**config.mk**
```make
export PLATFORM = sky130hd
export DESIGN_NAME = pipe_hazard_ctrl
export DESIGN_NICKNAME = d
export VERILOG_FILES = /design/src/rtl/pipe_hazard_ctrl.sv
export SDC_FILE = /design/constraint.sdc
export NUM_CORES = 1
export LEC_CHECK = 0
export CORE_AREA = 2 2 39 41
export DETAILED_ROUTE_END_ITERATION = 10
export DIE_AREA = 0 0 41 43
export DONT_BUFFER_PORTS = 1
export PLACE_DENSITY = 0.61
export SYNTH_ARGS = -nofsm -noshare
export SYNTH_HDL_FRONTEND = slang
export SYNTH_SLANG_ARGS = --single-unit
```
**constraint.sdc**
```tcl
create_clock -name clk_i -period 3.05 [get_ports clk_i]
set_clock_uncertainty 0.15 [all_clocks]
set_input_delay 0.61 -clock clk_i [delete_from_list [all_inputs] [get_ports clk_i]]
set_output_delay 0.61 -clock clk_i [all_outputs]
set_load 0.005 [all_outputs]
```
**src/rtl/pipe_hazard_ctrl.sv**
```systemverilog
// pipe_hazard_ctrl: ID-stage hazard, flush, FP sequencing and STOP drain controller.
// Optional macro HAZARD_FP_STALL_EN: when defined, ADDF/MULTF stall the front end
// for their latency in FP_WAIT; when undefined they behave as single-cycle ops.
module pipe_hazard_ctrl #(
    parameter int OP_WIDTH     = 4,
    parameter int RA_WIDTH     = 4,
    parameter int FP_ADD_LAT   = 2,
    parameter int FP_MUL_LAT   = 4,
    parameter int DRAIN_CYCLES = 3,
    parameter int CNT_WIDTH    = 3
) (
    input  logic                clk_i,
    input  logic                rst_i,
    input  logic [OP_WIDTH-1:0] id_opcode_i,
    input  logic [RA_WIDTH-1:0] id_rs_i,
    input  logic [RA_WIDTH-1:0] id_rt_i,
    input  logic                ex_MemRead_i,
    input  logic [RA_WIDTH-1:0] ex_rd_i,
    input  logic                ex_branch_taken_i,
    output logic                pc_write_o,
    output logic                ifid_write_o,
    output logic                idex_bubble_o,
    output logic                ifid_flush_o,
    output logic                fp_start_o,
    output logic                fp_busy_o,
    output logic                halted_o
);
    localparam logic [OP_WIDTH-1:0] OP_STOP  = OP_WIDTH'(7);
    localparam logic [OP_WIDTH-1:0] OP_ADDF  = OP_WIDTH'(8);
    localparam logic [OP_WIDTH-1:0] OP_MULTF = OP_WIDTH'(9);

    typedef enum logic [1:0] {RUN, FP_WAIT, DRAIN, HALT} state_t;

    state_t               state, state_nxt;
    logic [CNT_WIDTH-1:0] cnt, cnt_nxt, fp_lat;
    logic                 load_use, is_stop, is_fp;

    // r0 is hardwired zero, so a load targeting it never feeds a dependent op
    assign load_use = ex_MemRead_i && ex_rd_i != '0 && (ex_rd_i == id_rs_i || ex_rd_i == id_rt_i);
    assign is_stop  = id_opcode_i == OP_STOP;
    assign is_fp    = id_opcode_i == OP_ADDF || id_opcode_i == OP_MULTF;
    assign fp_lat   = id_opcode_i == OP_MULTF ? CNT_WIDTH'(FP_MUL_LAT) : CNT_WIDTH'(FP_ADD_LAT);

    // state and countdown register
    always_ff @(posedge clk_i or posedge rst_i) begin
        if (rst_i) begin
            state <= RUN;
            cnt   <= '0;
        end else begin
            state <= state_nxt;
            cnt   <= cnt_nxt;
        end
    end

    // next state: STOP/FP only launch once branch and load-use have been cleared
    always_comb begin
        state_nxt = state;
        cnt_nxt   = cnt;
        case (state)
            RUN: begin
                if (!ex_branch_taken_i && !load_use) begin
                    if (is_stop) begin
                        state_nxt = DRAIN;
                        cnt_nxt   = CNT_WIDTH'(DRAIN_CYCLES);
                    end else if (is_fp) begin
                        cnt_nxt   = fp_lat;
`ifdef HAZARD_FP_STALL_EN
                        state_nxt = FP_WAIT;
`endif
                    end
                end
            end
            FP_WAIT, DRAIN: begin
                cnt_nxt = cnt - CNT_WIDTH'(1);
                if (cnt == CNT_WIDTH'(1))
                    state_nxt = state == FP_WAIT ? RUN : HALT;
            end
            default: ;
        endcase
    end

    // outputs: reset forces the stalled/bubble vector even before the clock sees it
    always_comb begin
        pc_write_o    = 1'b0;
        ifid_write_o  = 1'b0;
        idex_bubble_o = 1'b1;
        ifid_flush_o  = 1'b0;
        fp_start_o    = 1'b0;
        fp_busy_o     = 1'b0;
        halted_o      = 1'b0;
        if (!rst_i) begin
            case (state)
                RUN: begin
                    if (ex_branch_taken_i) begin
                        pc_write_o   = 1'b1;
                        ifid_write_o = 1'b1;
                        ifid_flush_o = 1'b1;
                    end else if (!load_use) begin
                        pc_write_o    = 1'b1;
                        ifid_write_o  = 1'b1;
                        idex_bubble_o = 1'b0;
                        fp_start_o    = is_fp;
                    end
                end
`ifdef HAZARD_FP_STALL_EN
                FP_WAIT: fp_busy_o = 1'b1;
`endif
                HALT: halted_o = 1'b1;
                default: ;
            endcase
        end
    end
endmodule

```
==> out/metrics.cfg <==
[sta]
finalSetupViolCount=0
fin_crit_ps=2400
slew_viol_final=0
fin_crit_sh=0.787
fin_tns_setup_ps=0
grt_setup_unrepaired=no
hold_viol_final=0
fmax_ghz=0.416

[worst_setup_path]
criticalPathCategory=reg2out
worstPathArrival_ps=1640
reg2reg_depth=6
reg2reg_slack_ps=890
crit_family=flip-flops
worstReg2RegEnd=state[0]
end_kind=primary output
startpoint=state[0]
crit_path_max_fanout=6
required_ps=2290
crit_slowest_cell=dfrtp_1
crit_cells=5
crit_end=ifid_write_o
rr_startpoint=state[0]
start_kind=flop
critPathMaxStageDelay_ps=410
worst_path_most_repeated_cell=inv_1
path_cells=inv_1 -> ha_1 -> inv_1 -> nor2_1 -> a21boi_0
path_buf_inv=2

[floorplanning]
die_height_microns=43
start_util=0.455
die_area_sq_um=1760
core_area_sq_um=1380
io_pins=27
num_rows=14
fp.dieW_microns=41

[synthesis]
synth_top_family_by_area=compound AO/OA/AOI/OAI gates
synth-xor-area-share=0.111
ys.warnings.count=0
synth_cells=75
synthesis.nets=101
synth_top_cell_area_share=0.199
synthAdderAreaFrac=0.119
synth.area.mux_share=0.0577
ys_ff_latch=5
synth_area_leaders=dfrtp_1 20%, ha_1 12%, xnor2_1 11%
ys_seq_area_frac=0.199
syn_area_sq_um=629
ys_types=29
avgSynthCellArea_sq_um=8.39
synthSimpleGateAreaFrac=0.215
synth_compound_area_frac=0.215
synth_area_leader_cell=dfrtp_1

[power]
p_leak_nw=0.278
max-vdd-ir-drop_mv=0.289
p_total_mw=0.367
p_per_area_nw_per_um2=563

[global_route]
grt.total_usage=0.174
antenna_found_initial=0
grt_max_degree=11
grt_first_pass_wirelength_microns=2110
grt_pass1_vias=494
gr-total-overflow=0

[detailed_routing]
viasPerCell=5.38
ant_nets=0
drc_errors=0
first_pass_iters=4
totalWireLength_microns=1220
routedWlPerCell_microns=13.2
dr_total_vias=495
drtIter0Drc=10

[cells_and_area]
final_nets=103
drive_gt1_frac=0.105
insertedDiodeCount=0
final_common_cell=xnor2_1
syn_to_final_growth_pct=3.78
final_cell_mix=8 x xnor2_1, 7 x inv_1, 7 x nor2_1, 7 x nand2_1, 6 x ha_1

[clock_tree]
clk-insertion-delay-late_ps=240
cts_setup_buffers=0
holdBufCountCts=0
clk_path_buf_depth=2
clockRootBuffer=clkbuf_4
numClockSinks=5
path_clk_slew_ps=50
cts_tree=built
cts_htree_levels=1
numCtsBuffers=3
cts_resized=0

[run_status]
outcome=finished clean

[placed_design]
place_congestion=0.812
dp_hpwl_microns=1040
io_buffer_count=0

[worst_hold_path]
hp-class=in2async

[job]
drv_cap=0

## per-layer routing
layer,GRT usage,share of wire,vias up
met1,0.230,0.42,227
li1,-,-,258
met5,0,0,-
met3,0.0524,0.037,0
met2,0.259,0.54,10
met4,0.0600,0,0
## report_power, final
part / leakage, nW / switching (mW) / internal [mW]
registers: 0.0530 / 0.0171 / 0.0922
logic: 0.210 / 0.0961 / 0.0843
clock network: 0.0150 / 0.0282 / 0.0495
total: 0.278 / 0.141 / 0.226
## state kept, by name (all words and copies together), names as in the netlist
name and cells:
cnt 3, state 2
## cell families (layout without fill, tap and decap cells)
| logic type | Yosys count | in the layout |
|---|---|---|
| other | 1 | 1 |
| buffers and inverters | 10 | 11 |
| multiplexers | 3 | 3 |
| adder cells (fa/ha/maj) | 6 | 6 |
| XOR/XNOR | 8 | 8 |
| AND/OR/NAND/NOR | 26 | 26 |
| AO/OA/AOI/OAI | 16 | 16 |
| flip-flops | 5 | 5 |
## worst min path at each step
stage / depth (start not counted) / startpoint / to
final: 1 / rst_i / state[0]
after floorplan: 1 / rst_i / cnt[0]
after global placement: 1 / rst_i / state[1]
after detailed placement: 1 / rst_i / state[1]
after CTS: 1 / rst_i / state[0]
after global routing: 1 / rst_i / state[1]
## synthesized netlist by cell type (all sizes together)
library cell	count
buf	3
a21oi	6
o41ai	1
nand3	1
nand4b	1
ha	6
nand2b	2
a21o	1
nand2	7
o2bb2a	1
o21ai	3
nor3	1
mux2i	1
a21boi	1
mux2	2
nor2b	2
nor3b	1
nand4	3
conb	1
nor2	7
a32oi	2
and3	1
a2111oi	1
dfrtp	5
inv	7
xnor2	8
## stage by stage
step | utilization | setup WS, ps | cells | hold WS, ps | cell area [sq um]
detailed placement | 0.453 | 770 | 88 | 270 | 627
global route | 0.472 | 505 | 92 | 8.67 | 653
global placement | 0.453 | 786 | 88 | 258 | 627
CTS | 0.472 | 653 | 92 | 4.35 | 653
floorplan | - | 752 | 75 | 239 | 629
finish | 0.472 | 648 | 92 | 6.88 | 653
## worst register-to-register path: stages, from the launching register on
cell       delay (ps)
dfrtp_1           390
inv_1              80
ha_1              490
nor2_1            140
a2111oi_4         360
a21oi_2           130
mux2_4            300
## cell type report
class	instances	area, sq um
Fill cell	126	731
Multi-Input combinational cell	60	455
Sequential cell	5	125
Clock buffer	4	26.3
Inverter	7	26.3
Tap cell	16	20.0
No activity file was read; power rests on OpenSTA's default activity.
